[src/rtl/operand_accumulator_pkg.sv]
// operand_accumulator_pkg: types and constants shared by the accumulator
// top, its interface users and the optional self-check sub-module.
package operand_accumulator_pkg;
  typedef enum logic [1:0] {
    ST_IDLE  = 2'd0,
    ST_ACCUM = 2'd1,
    ST_DONE  = 2'd2
  } state_e;

  localparam int ERR_CNT_W = 16;
endpackage

[src/rtl/operand_accumulator_if.sv]
// operand_accumulator_if: input word stream, result stream and external
// adder operand/sum bus of the accumulator.
//   slave  : accumulator side (drives in_ready_o, add_a_o/add_b_o, res_*_o)
//   master : surrounding logic side (drives words, adder sum, res_ready_i)
interface operand_accumulator_if #(
  parameter int WIDTH = 64
);
  logic             in_valid_i;
  logic [WIDTH-1:0] in_data_i;
  logic             in_ready_o;
  logic [WIDTH-1:0] add_a_o;
  logic [WIDTH-1:0] add_b_o;
  logic [WIDTH-1:0] add_sum_i;
  logic             res_valid_o;
  logic [WIDTH-1:0] res_data_o;
  logic             res_ovf_o;
  logic             res_ready_i;

  modport slave (
    input  in_valid_i, in_data_i, add_sum_i, res_ready_i,
    output in_ready_o, add_a_o, add_b_o, res_valid_o, res_data_o, res_ovf_o
  );

  modport master (
    output in_valid_i, in_data_i, add_sum_i, res_ready_i,
    input  in_ready_o, add_a_o, add_b_o, res_valid_o, res_data_o, res_ovf_o
  );
endinterface

[src/rtl/operand_accumulator_selfcheck.sv]
// acc_selfcheck: recomputes the external adder's sum on each accepted beat
// and flags disagreement.
//   i_clr        : clear flag and counter (accepted start)
//   i_beat       : a word is being consumed this cycle
//   i_a/i_b/i_sum: operands sent to the adder and the sum it returned
//   o_err        : sticky mismatch flag
//   o_err_cnt    : saturating mismatch count
module acc_selfcheck
  import operand_accumulator_pkg::*;
#(
  parameter int WIDTH = 64
) (
  input  logic                 clk_i,
  input  logic                 rst_ni,
  input  logic                 i_clr,
  input  logic                 i_beat,
  input  logic [WIDTH-1:0]     i_a,
  input  logic [WIDTH-1:0]     i_b,
  input  logic [WIDTH-1:0]     i_sum,
  output logic                 o_err,
  output logic [ERR_CNT_W-1:0] o_err_cnt
);
  logic [WIDTH-1:0]     w_ref;
  logic                 w_mis;
  logic                 r_err;
  logic [ERR_CNT_W-1:0] r_cnt;

  assign w_ref = i_a + i_b;
  assign w_mis = i_beat & (i_sum != w_ref);

  always_ff @(posedge clk_i or negedge rst_ni) begin
    if (!rst_ni) begin
      r_err <= 1'b0;
      r_cnt <= '0;
    end else if (i_clr) begin
      r_err <= 1'b0;
      r_cnt <= '0;
    end else if (w_mis) begin
      r_err <= 1'b1;
      if (r_cnt != '1) r_cnt <= r_cnt + ERR_CNT_W'(1);
    end
  end

  assign o_err     = r_err;
  assign o_err_cnt = r_cnt;
endmodule

[src/rtl/operand_accumulator.sv]
// operand_accumulator: accumulates a programmed-length burst of words using
// an external combinational adder (acc + word) and returns the final sum
// plus an unsigned-overflow flag over a valid/ready result port.
//   clk_i, rst_ni  : clock, async active-low reset
//   start_i, len_i : begin a burst of len_i words (sampled in IDLE only)
//   bus (slave)    : input stream, adder operands/sum, result stream
//   busy_o         : not IDLE
//   err_o/err_cnt_o: adder self-check flag/count; live only when built with
//                    the ACC_SELFCHECK_EN macro, otherwise tied to 0
module operand_accumulator
  import operand_accumulator_pkg::*;
#(
  parameter int WIDTH = 64,
  parameter int CNT_W = 8
) (
  input  logic                   clk_i,
  input  logic                   rst_ni,
  input  logic                   start_i,
  input  logic [CNT_W-1:0]       len_i,
  operand_accumulator_if.slave   bus,
  output logic                   busy_o,
  output logic                   err_o,
  output logic [ERR_CNT_W-1:0]   err_cnt_o
);
  state_e           r_state, w_state_nxt;
  logic [WIDTH-1:0] r_acc;
  logic             r_ovf;
  logic [CNT_W-1:0] r_rem;
  logic             w_start, w_beat, w_in_ready, w_res_valid;

  // start is only honoured in IDLE, so a start coinciding with the DONE
  // handshake is dropped.
  assign w_start = (r_state == ST_IDLE) & start_i;
  assign w_beat  = w_in_ready & bus.in_valid_i;

  always_ff @(posedge clk_i or negedge rst_ni) begin
    if (!rst_ni) r_state <= ST_IDLE;
    else         r_state <= w_state_nxt;
  end

  always_comb begin
    w_state_nxt = r_state;
    w_in_ready  = 1'b0;
    w_res_valid = 1'b0;
    unique case (r_state)
      ST_IDLE:  if (start_i) w_state_nxt = (len_i == '0) ? ST_DONE : ST_ACCUM;
      ST_ACCUM: begin
        w_in_ready = 1'b1;
        if (bus.in_valid_i && r_rem == CNT_W'(1)) w_state_nxt = ST_DONE;
      end
      ST_DONE: begin
        w_res_valid = 1'b1;
        if (bus.res_ready_i) w_state_nxt = ST_IDLE;
      end
      default:  w_state_nxt = ST_IDLE;
    endcase
  end

  // Overflow: a mod-2^WIDTH sum smaller than the registered acc means the
  // add wrapped.
  always_ff @(posedge clk_i or negedge rst_ni) begin
    if (!rst_ni) begin
      r_acc <= '0;
      r_ovf <= 1'b0;
      r_rem <= '0;
    end else if (w_start) begin
      r_acc <= '0;
      r_ovf <= 1'b0;
      r_rem <= len_i;
    end else if (w_beat) begin
      r_acc <= bus.add_sum_i;
      r_ovf <= r_ovf | (bus.add_sum_i < r_acc);
      r_rem <= r_rem - CNT_W'(1);
    end
  end

  assign bus.in_ready_o  = w_in_ready;
  assign bus.res_valid_o = w_res_valid;
  assign bus.res_data_o  = r_acc;
  assign bus.res_ovf_o   = r_ovf;
  assign bus.add_a_o     = r_acc;
  assign bus.add_b_o     = bus.in_data_i;
  assign busy_o          = (r_state != ST_IDLE);

`ifdef ACC_SELFCHECK_EN
  acc_selfcheck #(.WIDTH(WIDTH)) u_selfcheck (
    .clk_i     (clk_i),
    .rst_ni    (rst_ni),
    .i_clr     (w_start),
    .i_beat    (w_beat),
    .i_a       (r_acc),
    .i_b       (bus.in_data_i),
    .i_sum     (bus.add_sum_i),
    .o_err     (err_o),
    .o_err_cnt (err_cnt_o)
  );
`else
  assign err_o     = 1'b0;
  assign err_cnt_o = '0;
`endif
endmodule

[src/flat_wrapper.sv]
// flat-port wrapper written by rule: the top's interface ports become plain ports
module operand_accumulator_flat import operand_accumulator_pkg::*;
#(
  parameter int WIDTH = 64,
  parameter int CNT_W = 8
)
  (clk_i, rst_ni, start_i, len_i, busy_o, err_o, err_cnt_o, bus_in_valid_i, bus_in_data_i, bus_add_sum_i, bus_res_ready_i, bus_in_ready_o, bus_add_a_o, bus_add_b_o, bus_res_valid_o, bus_res_data_o, bus_res_ovf_o);
  operand_accumulator_if #(.WIDTH(WIDTH)) bus_i ();
  input  logic clk_i;
  input  logic rst_ni;
  input  logic start_i;
  input  logic [CNT_W-1:0] len_i;
  output logic busy_o;
  output logic err_o;
  output logic [ERR_CNT_W-1:0] err_cnt_o;
  input wire logic [$bits(bus_i.in_valid_i)-1:0] bus_in_valid_i;
  input wire logic [$bits(bus_i.in_data_i)-1:0] bus_in_data_i;
  input wire logic [$bits(bus_i.add_sum_i)-1:0] bus_add_sum_i;
  input wire logic [$bits(bus_i.res_ready_i)-1:0] bus_res_ready_i;
  output wire logic [$bits(bus_i.in_ready_o)-1:0] bus_in_ready_o;
  output wire logic [$bits(bus_i.add_a_o)-1:0] bus_add_a_o;
  output wire logic [$bits(bus_i.add_b_o)-1:0] bus_add_b_o;
  output wire logic [$bits(bus_i.res_valid_o)-1:0] bus_res_valid_o;
  output wire logic [$bits(bus_i.res_data_o)-1:0] bus_res_data_o;
  output wire logic [$bits(bus_i.res_ovf_o)-1:0] bus_res_ovf_o;
  assign bus_i.in_valid_i = bus_in_valid_i;
  assign bus_i.in_data_i = bus_in_data_i;
  assign bus_i.add_sum_i = bus_add_sum_i;
  assign bus_i.res_ready_i = bus_res_ready_i;
  assign bus_in_ready_o = bus_i.in_ready_o;
  assign bus_add_a_o = bus_i.add_a_o;
  assign bus_add_b_o = bus_i.add_b_o;
  assign bus_res_valid_o = bus_i.res_valid_o;
  assign bus_res_data_o = bus_i.res_data_o;
  assign bus_res_ovf_o = bus_i.res_ovf_o;
  operand_accumulator #(.WIDTH(WIDTH), .CNT_W(CNT_W)) u_core (.clk_i(clk_i), .rst_ni(rst_ni), .start_i(start_i), .len_i(len_i), .bus(bus_i), .busy_o(busy_o), .err_o(err_o), .err_cnt_o(err_cnt_o));
endmodule
[config.mk]
export PLATFORM = sky130hd
export DESIGN_NAME = operand_accumulator_flat
export DESIGN_NICKNAME = d
export VERILOG_FILES = /design/src/rtl/operand_accumulator_pkg.sv /design/src/rtl/operand_accumulator_if.sv /design/src/rtl/operand_accumulator_selfcheck.sv /design/src/rtl/operand_accumulator.sv /design/src/flat_wrapper.sv
export SDC_FILE = /design/constraint.sdc
export NUM_CORES = 1
export LEC_CHECK = 0
export ABC_AREA = 1
export CAP_MARGIN = 10
export CORE_AREA = 2 2 136 138
export DETAILED_ROUTE_END_ITERATION = 10
export DIE_AREA = 0 0 138 140
export HOLD_SLACK_MARGIN = 0.1
export PLACE_DENSITY = 0.73
export REMOVE_ABC_BUFFERS = 1
export SKIP_LAST_GASP = 1
export SLEW_MARGIN = 5
export SYNTH_ARGS = -nofsm -noshare
export SYNTH_HDL_FRONTEND = slang
export SYNTH_HIERARCHICAL = 1
export SYNTH_SLANG_ARGS = --single-unit
[constraint.sdc]
create_clock -name clk_i -period 2.95 [get_ports clk_i]
set_clock_uncertainty 0.2 [all_clocks]
set_input_delay 0.7375 -clock clk_i [delete_from_list [all_inputs] [get_ports clk_i]]
set_output_delay 0.7375 -clock clk_i [all_outputs]
set_load 0.02 [all_outputs]
==> reports/metrics.yaml <==
global_route:
  grt_pass1_vias: 4606
  met3_usage_pct: 18.5
  grt_antenna_before_repair: 0
  grt_pass1_wl_mm: 29.8
  grtUsageTotal_pct: 21.0
  met1_usage_pct: 22.3
  grt_max_degree: 69
  busiest_layer: "met2"
  grtUsageMet2_pct: 31.0
  gr-total-overflow: 0
cells_and_area:
  final_layout_size_suffix_gt1_share_pct: 3.30
  antenna_cells: 0
  nets: 990
  fill_cells: 1787
  finalInstanceArea_sq_um: 7280
  syn2layout_area_growth_pct: 29.0
yosys:
  synth_warnings: 6
  yosys-top-cells-count: "buf_4, nand2_1, inv_1"
  synth_area_sq_um: 5640
  synth_edf_count: 0
  synthTopCellsByArea: "dfrtp_1, buf_4, ha_1"
  yosysTopAreaCell: "dfrtp_1"
  postSynthAreaPerCell_sq_um: 8.00
  ys_async_sr_fraction_pct: 100
  netlist.area_leader.share_pct: 33.3
  seq_area_frac_synth_pct: 33.3
  ys_seq_elements: 75
  yosysMostFrequentCell: "buf_4"
  ys_types: 32
  dominantRegCellSynth: "dfrtp_1"
  synth_cells: 705
placement:
  io_buffers: 208
  gp_congestion: 0.808
  hpwlAfterDp_mm: 16.4
  dpl_cell_area_sq_um: 6980
floorplanning:
  core_sq_um: 17800
  die_w_microns: 138
  start_util_pct: 31.7
  pin_count: 354
  die_y_microns: 140
  dieArea_sq_um: 19300
  num_rows: 49
worst_setup_path:
  cp_cell_sequence: "clkdlybuf4s50_1, ha_1, nand2_1, nor2_1, nand4_1, nor2_1, nand2_1, nor4_1, nand2_1, nand2_1, a21oi_2"
  cp.arrival_ps: 2520
  worstPathMaxFanout: 3
  r2r-end: "u_core/bus.res_ovf_o$_DFFE_PN0P_"
  cp-end-kind: "flip-flop"
  critPathLaunchType: "primary input"
  ff2ff_setup_slack_ps: 820
  worstSetupPathType: "primary input to flip-flop"
  crit_path_max_incr_delay_ps: 440
  crit_top_cell: "nand2_1"
  slowest_stage: "clkdlybuf4s50_1"
  r2r-start: "u_core/bus.add_a_o[63]$_DFFE_PN0P_"
  worstRegToRegCells: 11
  critical_path.startpoint: "bus_add_sum_i[55]"
  critPathRequiredTime_ps: 2970
power:
  power.total_mw: 8.32
  p_leak_nw: 3.27
  ir_drop_v: 0.000557
  power.density_nw_per_um2: 1140
flow_run:
  cap_violations: 0
cts:
  h-tree-depth: 3
  clock_path_buffers: 2
  root_buffer: "clkbuf_16"
  tritoncts: "done"
  cts-resized-gates: 0
  clock_sinks: 75
  numCtsBuffers: 9
  clk_pin_slew_ps: 60
  clock_latency_ps: 340
  cts_hold_buf: 0
  cts_setup_buffers: 0
routing:
  viasPerCell: 4.57
  first_pass_iters: 4
  avgRoutedWirePerCell_microns: 20.0
  wl_mm: 20.3
  ant_nets: 0
  drt_iter0_markers: 155
  vias: 4652
  drc: 0
sta:
  hold_viol: 0
  max_freq_mhz: 399
  timing.final.crit_share_pct: 84.9
  slew_viol_final: 0
  setup_tns_ps: 0
  setup_viol: 0
  rsz0062_at_grt: "false"
  layout_min_cycle_time_ps: 2510
hold_path:
  hold_path.class: "primary input to async pin"
status:
  status: "completed"
==> how the worst max path moves through the flow <==
stage | endpoint | slack, ps | cells past startpoint
after global routing | u_core/bus.res_ovf_o$_DFFE_PN0P_ | 190 | 11
after detailed placement | u_core/bus.res_ovf_o$_DFFE_PN0P_ | 40 | 11
final | u_core/bus.res_ovf_o$_DFFE_PN0P_ | 440 | 11
after global placement | u_core/bus.res_ovf_o$_DFFE_PN0P_ | 180 | 11
after CTS | u_core/bus.res_ovf_o$_DFFE_PN0P_ | 410 | 11
after floorplan | u_core/r_rem[6]$_DFFE_PN0P_ | 690 | 4
==> per-layer routing <==
metal / vias up / wire length [microns]
li1: 2247 / -
met2: 300 / 8580
met1: 2082 / 7710
met3: 17 / 3630
met4: 6 / 147
met5: - / 258
==> report_power, final <==
part           total [mW]  internal, mW  switching [mW]  leakage (nW)
sequential           2.01          1.53           0.474         0.960
combinational        5.18          2.31            2.88          2.17
clock                1.13         0.697           0.436         0.146
total                8.32          4.54            3.79          3.27
==> cell usage in the layout (no fill, tap or decap), types with 2 or more instances in the layout <==
cell type	netlist	layout
o21ai_0	76	76
clkbuf_8	0	2
xor2_1	2	2
nand4_1	5	5
inv_1	86	85
nand2_4	2	2
clkbuf_16	0	9
nor2_1	26	26
o221ai_1	2	2
dfrtp_1	75	75
conb_1	1	17
inv_2	1	2
clkdlybuf4s50_1	0	207
nand2_1	139	139
a21oi_2	2	2
nand3_1	10	10
ha_1	65	65
nor4_1	3	3
xnor2_1	4	4
nor3_1	4	4
clkbuf_1	10	2
o211ai_1	3	3
a21oi_1	30	30
buf_12	0	3
==> through the flow <==
stage / hold slack, ps / util, % / std cells / setup WS, ps
floorplan: 242 / - / 562 / 690
global placement: 324 / 39.3 / 1002 / 180
detailed placement: 320 / 39.3 / 1002 / 43.7
CTS: 140 / 40.9 / 1017 / 408
global route: 142 / 40.9 / 1017 / 193
finish: 136 / 40.9 / 1017 / 445
==> state kept, by name, summed over array words and instances, names as in the netlist <==
signal	count
u_core/r_state	2
u_core/bus.res_ovf_o	1
u_core/bus.add_a_o	64
u_core/r_rem	8
==> logic make-up (layout without fill, tap and decap cells) <==
family | Yosys count | count (layout) | share of synthesized area, %
compound gates | 117 | 117 | 11.0
xor+xnor | 6 | 6 | 0.932
fa+ha+maj | 65 | 65 | 14.4
buf+inv | 248 | 315 | 26.3
flops | 75 | 75 | 33.3
other cells | 1 | 17 | 0.0665
simple gates | 193 | 193 | 14.1
==> critical path, delay by kind of cell <==
kind / cells / cell delay [ps]
AOI/OAI and AO/OA: 1 / 50
adders and majority gates: 1 / 310
and+or+nand+nor: 8 / 990
buffers and inverters: 1 / 440
==> final cells by class <==
| type | instances | area [sq um] | share of cell area, % |
|---|---|---|---|
| Multi-Input combinational cell | 398 | 2340 | 32.2 |
| Timing Repair Buffer | 211 | 2140 | 29.4 |
| Sequential cell | 75 | 1880 | 25.8 |
| Inverter | 89 | 337 | 4.63 |
| Tap cell | 229 | 287 | 3.94 |
| Clock buffer | 13 | 260 | 3.58 |
| Clock inverter | 2 | 35.0 | 0.482 |
No activity file was read; power rests on OpenSTA's default activity.
==> RTL edit 1 (config.mk and constraints unchanged) <==
Reset style: synchronous (`rst_ni`), changed in 2 clocked blocks. Comments in the files are not updated.
--- a/src/rtl/operand_accumulator.sv
+++ b/src/rtl/operand_accumulator.sv
@@ -35,3 +35,3 @@
 
-  always_ff @(posedge clk_i or negedge rst_ni) begin
+  always_ff @(posedge clk_i) begin
     if (!rst_ni) r_state <= ST_IDLE;
@@ -60,3 +60,3 @@
   // add wrapped.
-  always_ff @(posedge clk_i or negedge rst_ni) begin
+  always_ff @(posedge clk_i) begin
     if (!rst_ni) begin
Function: differs if rst_ni is asserted again (counterexample within 4 cycles, from zero or initial values and one cycle with rst_ni low); with rst_ni held inactive, the same outputs for 4 cycles.
==> RTL edit 1 against the unedited design <==
- register-to-register slack better by 0.13 ns
- setup slack worse by 0.026 ns
- sequential cell count stayed put
- area after synthesis is 2.3% lower
- design area is 2.7% lower
- wire length is 11% lower
Power is not compared: it rests on default switching activity, and its combinational part moved more than twofold at a synthesized area within 25%.
==> RTL edit 1: results (changes against the unedited design) <==
status: "complete, no violations"  # unchanged
place_ws_ns: 0.127  # was 0.0437 ns
synth-main-ff-cell: "sky130_fd_sc_hd__dfxtp_1"  # was sky130_fd_sc_hd__dfrtp_1
whs_ns: 0.269  # was 0.136 ns
drt_iter0_drc: 199  # was 155
detail_route.vias_per_cell: 4.68  # was 4.57
non_clock_inverter_count: 93  # was 89
gp_congestion: 0.818  # was 0.808
yosys.area_share.adder_pct: 14.8  # was 14.4%
number_of_global_route_vias_before_repair: 4662  # was 4606
gr-usage-met1_pct: 21.9  # was 22.3%
via_count: 4810  # was 4652
fin_crit_ns: 2.53  # was 2.51 ns
syn-instance-count: 723  # was 705
worst_path_largest_cell_delay_ns: 0.67  # was 0.44 ns
firstDrtPassIters: 5  # was 4
synthArstFlopShare_pct: 0  # was 100%
placement.cell_area_mm2: 0.00681  # was 0.00698 mm^2
crit_arrival_ns: 1.59  # was 2.52 ns
multiInputCombCellCount: 405  # was 398
multi_input_gate_area_in_the_final_layout_mm2: 0.00253  # was 0.00234 mm^2
multi_input_area_share_pct: 35.7  # was 32.2%
drive_above_1_share_pct: 3.13  # was 3.30%
detailroute.wirelength.met2_um: 7240  # was 8580 um
grt_pass1_wl_um: 27000  # was 29800 um
synth_xor_area_share_pct: 0.795  # was 0.932%
postRouteWirelength_um: 18000  # was 20300 um
clock_cell_area_share_pct: 3.80  # was 4.06%
hold_path_class: "reg2reg"  # was in2async
groute.layer.met2.usage_pct: 25.4  # was 31.0%
groute.layer.met3.usage_pct: 12.9  # was 18.5%
fillCellCount: 1786  # was 1787
fin_nets: 1001  # was 990
synth_compound_area_share_pct: 14.1  # was 11.0%
yosys-top-cells-count: "sky130_fd_sc_hd__buf_4 (146), sky130_fd_sc_hd__inv_1 (90), sky130_fd_sc_hd__nor2_1 (85), sky130_fd_sc_hd__nand2_1 (83), sky130_fd_sc_hd__dfxtp_1 (75)"  # was sky130_fd_sc_hd__buf_4 (145), sky130_fd_sc_hd__nand2_1 (139), sky130_fd_sc_hd__inv_1 (86), sky130_fd_sc_hd__o21ai_0 (76), sky130_fd_sc_hd__dfrtp_1 (75)
buffer_area_share_pct: 30.3  # was 29.4%
gr-usage-all-layers_pct: 18.1  # was 21.0%
proportion_of_synthesized_chip_area_in_sequential_cells_pct: 27.2  # was 33.3%
final-seq-area_mm2: 0.00150  # was 0.00188 mm^2
areaGrowthSynthToFinish_pct: 28.5  # was 29.0%
critPathMaxFanout: 2  # was 3
register_to_register_path_setup_slack_ns: 0.95  # was 0.82 ns
## RTL edit 1: cell count changes after synthesis, sizes merged, moves of 9 or more
cell,delta
dfrtp,-75
buf,+14
nor2,+59
dfxtp,+75
o21ai,-66
a31oi,+9
a211oi,+63
nand2,-57
## RTL edit 1: worst max-delay path by stage
stage	to	from
after CTS	bus_res_valid_o	u_core/r_state[1]
after global placement	u_core/bus.res_ovf_o	bus_add_sum_i[62]
final	bus_res_valid_o	u_core/r_state[1]
after global routing	bus_res_valid_o	u_core/r_state[1]
after detailed placement	u_core/bus.res_ovf_o	bus_add_sum_i[62]
after floorplan	u_core/r_rem[2]	bus_in_valid_i
## RTL edit 1: power by group through the flow
stage	Sequential [mW]	Clock (mW)	Combinational, mW
4_1_cts	1.34	1.06	2.16
3_5_place_dp	1.36	0	2.15
2_1_floorplan	1.65	0	0.886
3_3_place_gp	1.35	0	2.12
6_report	1.33	1.03	2.15
5_1_grt	1.36	1.10	2.36
==> RTL edit 2 (same settings) <==
Without the edit above. Set the package constant `ERR_CNT_W` to 18 (it was 16).
--- a/src/rtl/operand_accumulator_pkg.sv
+++ b/src/rtl/operand_accumulator_pkg.sv
@@ -9,3 +9,3 @@
 
-  localparam int ERR_CNT_W = 16;
+  localparam int ERR_CNT_W = 18;
 endpackage
Ports: changed (resized err_cnt_o); port bits go from 354 to 356. The function was not compared with the original's and may differ.
==> RTL edit 2 against the unedited design <==
- power down 0.76%
- design area down 0.24%
- critical endpoint is now bus_res_valid_o
- sequential cell count unchanged
- critical path depth down 8
- wire length up 1.8%
- setup slack better by 0.0063 ns
- largest power group unchanged
- area after synthesis up 0.27%
==> RTL edit 2: results (changes against the unedited design) <==
power.leakage_nw: 3.28  # was 3.27 nW
wire_per_inst_um: 20.3  # was 20.0 um
crit_arrival_ns: 1.56  # was 2.52 ns
fillCellCount: 1798  # was 1787
number_of_global_route_vias_before_repair: 4602  # was 4606
via_count: 4746  # was 4652
synth_compound_area_share_pct: 10.9  # was 11.0%
grt_pass1_wl_um: 30000  # was 29800 um
grt_start_max_net_pins: 45  # was 69
place_ws_ns: 0.109  # was 0.0437 ns
fin_nets: 994  # was 990
peak_supply_drop_v: 0.000507  # was 0.000557 V
yosys.area_share.adder_pct: 14.4  # about the same
gp_congestion: 0.839  # was 0.808
synthArstFlopShare_pct: 100  # unchanged
synth_xor_area_share_pct: 0.929  # was 0.932%
synthTopCellsByArea: "sky130_fd_sc_hd__dfrtp_1 (33%), sky130_fd_sc_hd__buf_4 (20%), sky130_fd_sc_hd__ha_1 (14%)"  # was sky130_fd_sc_hd__dfrtp_1 (33%), sky130_fd_sc_hd__buf_4 (19%), sky130_fd_sc_hd__ha_1 (14%)
groute.layer.met3.usage_pct: 17.1  # was 18.5%
groute.layer.met2.usage_pct: 29.2  # was 31.0%
drive_above_1_share_pct: 3.66  # was 3.30%
gr-usage-met1_pct: 24.0  # was 22.3%
status: "complete, no violations"  # unchanged
proportion_of_synthesized_chip_area_in_sequential_cells_pct: 33.2  # was 33.3%
grt_antenna_before_repair: 1  # was 0
switching_share_of_power_pct: 46.1  # was 45.5%
yosys-top-cells-count: "sky130_fd_sc_hd__buf_4 (147), sky130_fd_sc_hd__nand2_1 (139), sky130_fd_sc_hd__inv_1 (86), sky130_fd_sc_hd__o21ai_0 (76), sky130_fd_sc_hd__dfrtp_1 (75)"  # was sky130_fd_sc_hd__buf_4 (145), sky130_fd_sc_hd__nand2_1 (139), sky130_fd_sc_hd__inv_1 (86), sky130_fd_sc_hd__o21ai_0 (76), sky130_fd_sc_hd__dfrtp_1 (75)
## RTL edit 2: cell count changes after synthesis, sizes merged
cell,unedited run,this run
buf,149,151
## RTL edit 2: worst max-delay path, cell delays in order, from the launching register on
cell	delay, ns
sky130_fd_sc_hd__dfrtp_1	0.41
sky130_fd_sc_hd__inv_1	0.07
sky130_fd_sc_hd__nor2_1	0.12
sky130_fd_sc_hd__clkdlybuf4s50_1	0.62
## RTL edit 2: worst paths after layout
check                                  startpoint  slack, ns  depth (start not counted)                endpoint
setup / recovery                u_core/r_state[1]       0.45                          3         bus_res_valid_o
hold / removal                             rst_ni       0.15                          1       u_core/r_state[0]
setup reg to reg           u_core/bus.add_a_o[63]       0.87                         11    u_core/bus.res_ovf_o
hold reg to reg              u_core/bus.res_ovf_o       0.34                          2    u_core/bus.res_ovf_o
max in group asynchronous                  rst_ni       1.79                          2  u_core/bus.add_a_o[59]
min in group clk_i           u_core/bus.res_ovf_o       0.34                          2    u_core/bus.res_ovf_o
## RTL edit 2: final cells by class
type | instances | area [um^2] | share of cell area (%)
flip-flops and latches | 75 | 1880 | 25.9
inverters | 89 | 337 | 4.64
repair buffers | 213 | 2130 | 29.3
well taps | 229 | 287 | 3.95
multi-input cells | 400 | 2350 | 32.4
clock buffers | 13 | 270 | 3.72
clock inverters | 2 | 10.0 | 0.138
## RTL edit 2: metrics by stage
| step | hold slack [ns] | total power [mW] | util [%] | cell area (um^2) | cells |
|---|---|---|---|---|---|
| floorplan | 0.242 | 4.63 | - | 4560 | 564 |
| global placement | 0.328 | 7.16 | 39.2 | 6980 | 1006 |
| detailed placement | 0.330 | 7.23 | 39.2 | 6980 | 1006 |
| CTS | 0.157 | 8.35 | 40.8 | 7260 | 1021 |
| global route | 0.170 | 8.90 | 40.8 | 7260 | 1021 |
| finish | 0.149 | 8.26 | 40.8 | 7260 | 1021 |
## RTL edit 2: metal layers
metal	routed length, um	share of wire (%)
met5	267	1.3
met4	312	1.5
met3	3620	18
met2	8450	41
met1	8040	39
## RTL edit 2: power by group through the flow
stage	sequential, mW	combinational (mW)	clock (mW)
floorplan	2.99	1.64	0
global placement	2.03	5.13	0
detailed placement	2.03	5.20	0
CTS	2.03	5.22	1.10
global route	2.10	5.65	1.15
finish	2.02	5.18	1.07
## RTL edit 2: logic make-up after synthesis
| kind of cell | Yosys count |
|---|---|
| AO/OA/AOI/OAI | 117 |
| XOR/XNOR | 6 |
| other | 1 |
| adder cells (fa/ha/maj) | 65 |
| flip-flops | 75 |
| AND/OR/NAND/NOR | 193 |
| buffers and inverters | 250 |
